<file path="src/rtl/aes_round_ctrl.sv">
// Iterative AES-128 encryption sequencer: holds the cipher state and feeds an
// external combinational round function, one round per clock.
module aes_round_ctrl #(
  parameter int NR        = 10,
  parameter int KEY_IDX_W = 4
) (
  input  logic                 clk,
  input  logic                 rst,
  input  logic                 in_valid,
  output logic                 in_ready,
  input  logic [127:0]         data_in,
  input  logic [127:0]         round_key,
  output logic [KEY_IDX_W-1:0] key_idx,
  output logic [127:0]         round_state,
  input  logic [127:0]         round_result,
  output logic                 mix_en,
  output logic                 out_valid,
  input  logic                 out_ready,
  output logic [127:0]         data_out,
  output logic                 busy
);

  typedef enum logic [1:0] {IDLE, ROUND, DONE} state_t;

  localparam logic [KEY_IDX_W-1:0] LAST  = KEY_IDX_W'(NR);
  localparam logic [KEY_IDX_W-1:0] FIRST = KEY_IDX_W'(1);

  state_t                 st;
  logic [KEY_IDX_W-1:0]   cnt;
  logic [127:0]           state_q;
  logic                   idle_q;

  always_ff @(posedge clk) begin
    if (rst) begin
      st        <= IDLE;
      cnt       <= '0;
      state_q   <= '0;
      idle_q    <= 1'b1;
      key_idx   <= '0;
      mix_en    <= 1'b0;
      out_valid <= 1'b0;
      busy      <= 1'b0;
    end else begin
      case (st)
        IDLE: begin
          if (in_valid) begin
            state_q <= data_in ^ round_key;
            cnt     <= FIRST;
            st      <= ROUND;
            idle_q  <= 1'b0;
            busy    <= 1'b1;
            key_idx <= FIRST;
            mix_en  <= (FIRST != LAST);
          end
        end
        ROUND: begin
          state_q <= round_result;
          if (cnt == LAST) begin
            st        <= DONE;
            key_idx   <= '0;
            mix_en    <= 1'b0;
            out_valid <= 1'b1;
          end else begin
            cnt     <= cnt + FIRST;
            key_idx <= cnt + FIRST;
            mix_en  <= ((cnt + FIRST) != LAST);
          end
        end
        DONE: begin
          if (out_ready) begin
            st        <= IDLE;
            cnt       <= '0;
            idle_q    <= 1'b1;
            out_valid <= 1'b0;
            busy      <= 1'b0;
          end
        end
        default: begin
          st     <= IDLE;
          idle_q <= 1'b1;
        end
      endcase
    end
  end

  // in_ready depends only on registered state; rst gating keeps it low in reset
  assign in_ready    = idle_q & ~rst;
  assign round_state = state_q;
  assign data_out    = state_q;

endmodule

</file>
<file path="config.mk">
export PLATFORM = sky130hd
export DESIGN_NAME = aes_round_ctrl
export DESIGN_NICKNAME = d
export VERILOG_FILES = /design/src/rtl/aes_round_ctrl.sv
export SDC_FILE = /design/constraint.sdc
export NUM_CORES = 1
export LEC_CHECK = 0
export BUFFER_PORTS_ARGS = -buffer_cell sky130_fd_sc_hd__buf_2
export CAP_MARGIN = 20
export CORE_AREA = 4 4 252 254
export CTS_CLUSTER_SIZE = 14
export DETAILED_ROUTE_END_ITERATION = 16
export DIE_AREA = 0 0 256 258
export PLACE_DENSITY_LB_ADDON = 0.2
export SLEW_MARGIN = 20
export SYNTH_ARGS = -nofsm -noshare
export SYNTH_HDL_FRONTEND = slang
export SYNTH_SLANG_ARGS = --single-unit
</file>
<file path="constraint.sdc">
create_clock -name clk -period 2.2 [get_ports clk]
set_clock_uncertainty 0.2 [all_clocks]
set_input_delay 0.22 -clock clk [delete_from_list [all_inputs] [get_ports clk]]
set_output_delay 0.22 -clock clk [all_outputs]
set_load 0.01 [all_outputs]
</file>
**Yosys cells after proc, flatten, opt, wreduce, memory -nomap -nowiden**

Cells that the tools add are included.

- $add $sub $neg: 1
- $mul: 0
- Div/mod/pow operators: 0
- $lt $le $gt $ge: 0
- Eq/ne operators: 8
- Shift-type cells: 0
- Multiplexer cells: 22
- Bitwise operators: 4
- Reduce and logical (&&, ||, !) cells: 11

Operators with widths:

| operator | count |
|---|---|
| $pmux W128 S2 | 1 |
| $mux W128 | 1 |
| $xor A128 B128 Y128 | 1 |
| $mux W4 | 4 |
| $pmux W4 S3 | 1 |
| $reduce_and A3 Y1 | 4 |
| $ne A2 B2 Y1 const B | 4 |
| $pmux W4 S2 | 1 |
| $mux W1 | 6 |
| $mux W2 | 3 |
| $pmux W1 S2 | 3 |
| $pmux W2 S3 | 1 |
| $reduce_bool A2 Y1 | 3 |
| $add A4 B1 Y4 const B | 1 |
| $eq A4 B4 Y1 const B | 1 |
| $ne A4 B4 Y1 const B | 1 |
| $reduce_and A4 Y1 | 1 |
| $pmux W1 S3 | 1 |
| $reduce_bool A3 Y1 | 1 |
| $eq A2 B1 Y1 const B | 1 |
| $eq A2 B2 Y1 const B | 1 |
| $logic_not A2 Y1 | 1 |
| $not A1 Y1 | 2 |
| $reduce_and A2 Y1 | 1 |
| $and A1 B1 Y1 | 1 |

- Bits in registers: 142
- Bits in latches: 0
- Bits in writable memories: 0
- Memory bits (read-only): 0
- Input port bits: 388
- Word-level logic and storage cells: 54
- Memories kept: 0

**Depth between registers and ports, before layout**

- Word-level depth: 4
- Mapped depth: 9

**Worst setup path before layout**

OpenSTA, ideal clock, no wires.

- Path type: reg2reg
- Start point: reg st[0]
- End point: reg cnt[2]
- Data arrival time: 1,505 ps
- Data required time: 1,854 ps
- Setup slack: 349 ps
- Cell stages (with the launch flop): 7
- Path buffers: 0
- Clock period less this slack: 1,851 ps
- Cells stage by stage: dfxtp_1 inv_1 ha_1 nor2b_2 or3_1 o21ai_1 a21oi_1

- Cells in the longest elaborated chain, start to end: 3
- Elaborated cells between the ends (all ways): 9

Ends and longest elaborated chain:

| item | line | text |
|---|---|---|
| start: declaration | 28 | `state_t st;` |
| start signal: assignment | 35 | `st <= IDLE;` |
| start signal: assignment | 49 | `st <= ROUND;` |
| start signal: assignment | 59 | `st <= DONE;` |
| $eq A2 B1 Y1 (tied with other cells) | 44 | `case (st)` |
| $ne A2 B2 Y1 (no source line) / $reduce_bool A3 Y1 (equally long branches) | -- |  |
| $reduce_and A4 Y1 (no source line) | -- |  |
| end signal: assignment | 64 | `cnt <= cnt + FIRST;` |
| end: declaration | 29 | `logic [KEY_IDX_W-1:0] cnt;` |

Several ways; a longest one is shown, not always the timed one.
A chain may end at the register's enable or synchronous reset.

**Worst setup path after layout**

- Start point: reg st[0]
- End point: reg state_q[83], in the netlist data_out[83]

- Cells in the longest elaborated chain, start to end: 3
- Elaborated cells between the ends (all ways): 6

Ends and longest elaborated chain:

| item | line | text |
|---|---|---|
| $eq A2 B1 Y1 / $logic_not A2 Y1 (equally long branches) | 44 |  |
| $reduce_bool A2 Y1 (no source line) / $ne A2 B2 Y1 (equally long branches) | -- |  |
| $reduce_and A2 Y1 (no source line) | -- |  |
| end signal: assignment | 47 | `state_q <= data_in ^ round_key;` |
| end signal: assignment | 57 | `state_q <= round_result;` |
| end: declaration | 30 | `logic [127:0] state_q;` |

Several ways; a longest one is shown, not always the timed one.

==> summary.md <==
| Metric | Value |
|---|---|
| Compound-Gate Fraction of Synth Area | `0.193` |
| Largest net degree at the start of global routing | `70` |
| Slew headroom | `0.623` |
| Metal3 WL | `2270 um` |
| Avg Inst Size Synth | `7.83 sq um` |
| Worst-path clk slew | `0.07 ns` |
| DRT met1 WL | `15500 um` |
| Die width | `256 um` |
| Tmin final | `2.03 ns` |
| Final period utilization | `0.922` |
| Total number of vias | `10700` |
| Total leakage power | `7.22 nW` |
| Ant. Diodes | `0` |
| Post-Syn Nets | `1586` |
| Final #Nets | `2405` |
| Fillers | `6639` |
| Io pins | `652` |
| Pwr Density | `630 nW/um^2` |
| Adder-cell share of the synthesized area | `0.0107` |
| Remaining global-route overflow | `0` |
| Worst-Margin Slew | `0.566 ns` |
| Fraction of final layout cells sized beyond drive strength 1 | `0.451` |
| Finished Core Util | `0.267` |
| Antenna-violating nets left | `0` |
| Wire length per cell | `14.2 um` |
| Max Cap Violations | `0` |
| Row cnt | `91` |
| Number of global-route vias before repair | `11200` |
| Avg Vias per Cell | `3.79` |
| Port bufs | `651` |
| CP Class | `reg2reg` |
| Inserted Clock Buffers | `17` |
| CTS tree | `yes` |
| Starting DRT DRC Count | `413` |
| Area grow syn2layout | `75.3%` |
| Post-CTS Setup Bufs | `0` |
| Initial antenna violation count | `0` |
| Placed Cells | `2449` |
| Crit end category | `register` |
| Total wire length | `40000 um` |
| Die Height | `258 um` |
| Post-Syn Area | `9310 sq um` |
| Worst-Skew Late Latency | `0.47 ns` |
| CP Max Fanout | `37` |
| Critical path arrival | `2.24 ns` |
| CTS sink cnt | `142` |
| Critical path required time | `2.41 ns` |
| Slew Limit Fails | `0` |
| Placer Congestion | `0.881` |
| CP Launch Type | `register` |
| Status | `complete, no violations` |
| Total track usage | `0.118` |
| Initial Util | `0.152` |
| Yosys reg bits | `142` |
| Setup TNS | `0 ns` |
| Sequential Area | `2840 sq um` |
| Mux cell area share after synthesis | `0.00510` |
| Endpoints failing setup | `0` |
| Die area | `66000 sq um` |
| Cell count after synthesis | `1190` |
| Met2 WL | `21100 um` |
| RSZ-0062 raised after global routing | `no` |
| Sequential area share after synthesis | `0.305` |
| Synthesis warning total | `0` |
| Final Hold Vio Count | `0` |
| CTS H-Tree Depth | `4` |
| Global-route wire length before repair | `61200 um` |
| Worst min path class | `in2reg` |
| Xor and xnor fraction of the mapped netlist area | `0.122` |
| Simple logic cell fraction of the synthesized area | `0.202` |
| Fin cells | `2812` |
| Router iterations before antenna repair | `4` |
| HPWL after DPL | `29700 um` |
| Root buf cell | `clkbuf_16` |
| IR drop worst, VDD | `0.557 mV` |
| Area taken by multi-input logic gates | `4990 sq um` |
| Top Metal Used | `met4` |
| CTS max path bufs | `2` |
| Largest family of logic cells by synthesized area | `simple AND/OR/NAND/NOR gates` |
| DRC errors left | `0` |
| Fmax | `493 MHz` |
| Core area | `61300 sq um` |
| Yosys cell types | `39` |
## sequential cells by signal, indices dropped and copies added (netlist names)
register / count
out_valid: 1
idle_q: 1
data_out: 128
mix_en: 1
cnt: 4
st: 2
busy: 1
key_idx: 4
## synthesized netlist by cell type
cell / count / area share
o211ai_1: 1 / 0.00081
o21ai_1: 3 / 0.0016
a211oi_1: 2 / 0.0016
nor3b_2: 1 / 0.0013
a32oi_1: 1 / 0.00094
o31ai_1: 1 / 0.00081
a31oi_1: 3 / 0.0020
nor2b_1: 2 / 0.0013
dfxtp_1: 142 / 0.31
buf_2: 19 / 0.010
inv_1: 7 / 0.0028
a21oi_1: 33 / 0.018
nand3b_1: 1 / 0.00081
nor3_2: 1 / 0.0011
nand2_2: 100 / 0.067
nor2b_2: 1 / 0.00094
xor2_1: 1 / 0.00094
mux2i_4: 1 / 0.0024
nand4_1: 2 / 0.0013
mux2i_1: 1 / 0.0011
and3b_1: 1 / 0.00094
ha_1: 8 / 0.011
a32o_1: 1 / 0.0011
buf_4: 137 / 0.11
a22oi_1: 3 / 0.0024
nand2_1: 293 / 0.12
xnor2_1: 129 / 0.12
o311ai_0: 1 / 0.00094
nand4b_1: 1 / 0.00094
buf_12: 11 / 0.024
nor2_1: 8 / 0.0032
a21oi_2: 100 / 0.094
mux2_4: 1 / 0.0016
nand3_1: 3 / 0.0016
o21ai_0: 128 / 0.069
clkbuf_1: 36 / 0.015
nor3_1: 4 / 0.0021
or3_1: 1 / 0.00067
and2_1: 1 / 0.00067
## power by group
part           total [mW]  switching (mW)  internal, mW
combinational        4.22            2.19          2.03
clock                2.83            1.36          1.47
sequential           3.23           0.322          2.91
total                10.3            3.88          6.40
## final timing paths
kind / from / end / slack, ns / cells past startpoint
setup / recovery: st[0] / data_out[83] / 0.17 / 7
hold / removal: round_result[31] / data_out[31] / 0.03 / 5
setup reg to reg: st[0] / data_out[83] / 0.17 / 7
hold reg to reg: data_out[97] / data_out[97] / 0.27 / 2
## metal layers
metal,global-route usage,vias up
met5,0,-
met4,0.0481,0
met3,0.0333,66
met2,0.218,391
met1,0.125,4861
li1,-,5344
## worst max-delay path, stage by stage, from the launching register on
cell and delay [ns]:
dfxtp_1 0.36, inv_1 0.12, ha_2 0.29, mux2i_4 0.33, buf_12 0.22, buf_12 0.21, nand2_1 0.10, a21oi_2 0.11
## cell usage in the layout, fill, tap and decap left out, types with 3 or more instances in the layout
cell           netlist  final
o21ai_1              3      3
clkinv_4             0      3
dfxtp_1            142    142
buf_2               19    650
nand2_1            293    293
nor2_1               8      8
inv_1                7      7
a21oi_2            100    100
buf_12              11     15
dlygate4sd3_1        0    331
inv_6                0      4
xnor2_1            129    129
nor3_1               4      4
nand2_2            100    100
buf_4              137      6
clkinvlp_4           0      6
a21oi_1             33     33
clkbuf_16            0     17
ha_1                 8      6
a22oi_1              3      3
a31oi_1              3      3
o21ai_0            128    128
nand3_1              3      3
## cell type report
class,count,share of cell area
clock buffers,17,0.0261
well taps,790,0.0605
flip-flops and latches,142,0.174
clock inverters,15,0.00789
inverters,7,0.00161
repair buffers,1003,0.424
multi-input cells,838,0.306
## kinds of logic after synthesis
kind of cell / Yosys count
AND/OR/NAND/NOR: 420
AO/OA/AOI/OAI: 277
buffers and inverters: 210
flip-flops: 142
XOR/XNOR: 130
adder cells (fa/ha/maj): 8
multiplexers: 3
## stage by stage
step | setup WS [ns] | instance area, sq um | hold WS [ns] | total power, mW
final | 0.171 | 16300 | 0.0313 | 10.3
after global routing | 0.0145 | 16300 | 0.0243 | 11.0
after CTS | 0.0353 | 16300 | 0.00216 | 10.5
after detailed placement | 0.0687 | 12500 | 0.265 | 6.99
after global placement | 0.0851 | 12500 | 0.263 | 6.98
after floorplan | 0.349 | 9310 | 0.210 | 5.80
## repair_timing
item                                    in CTS  in global routing
endpoints found under the setup margin       0                 41
gates resized for setup                      0                  1
endpoints found under the hold margin      125                  0
hold buffers                               331                  0
Note: power is estimated with default switching activity, not from simulation.
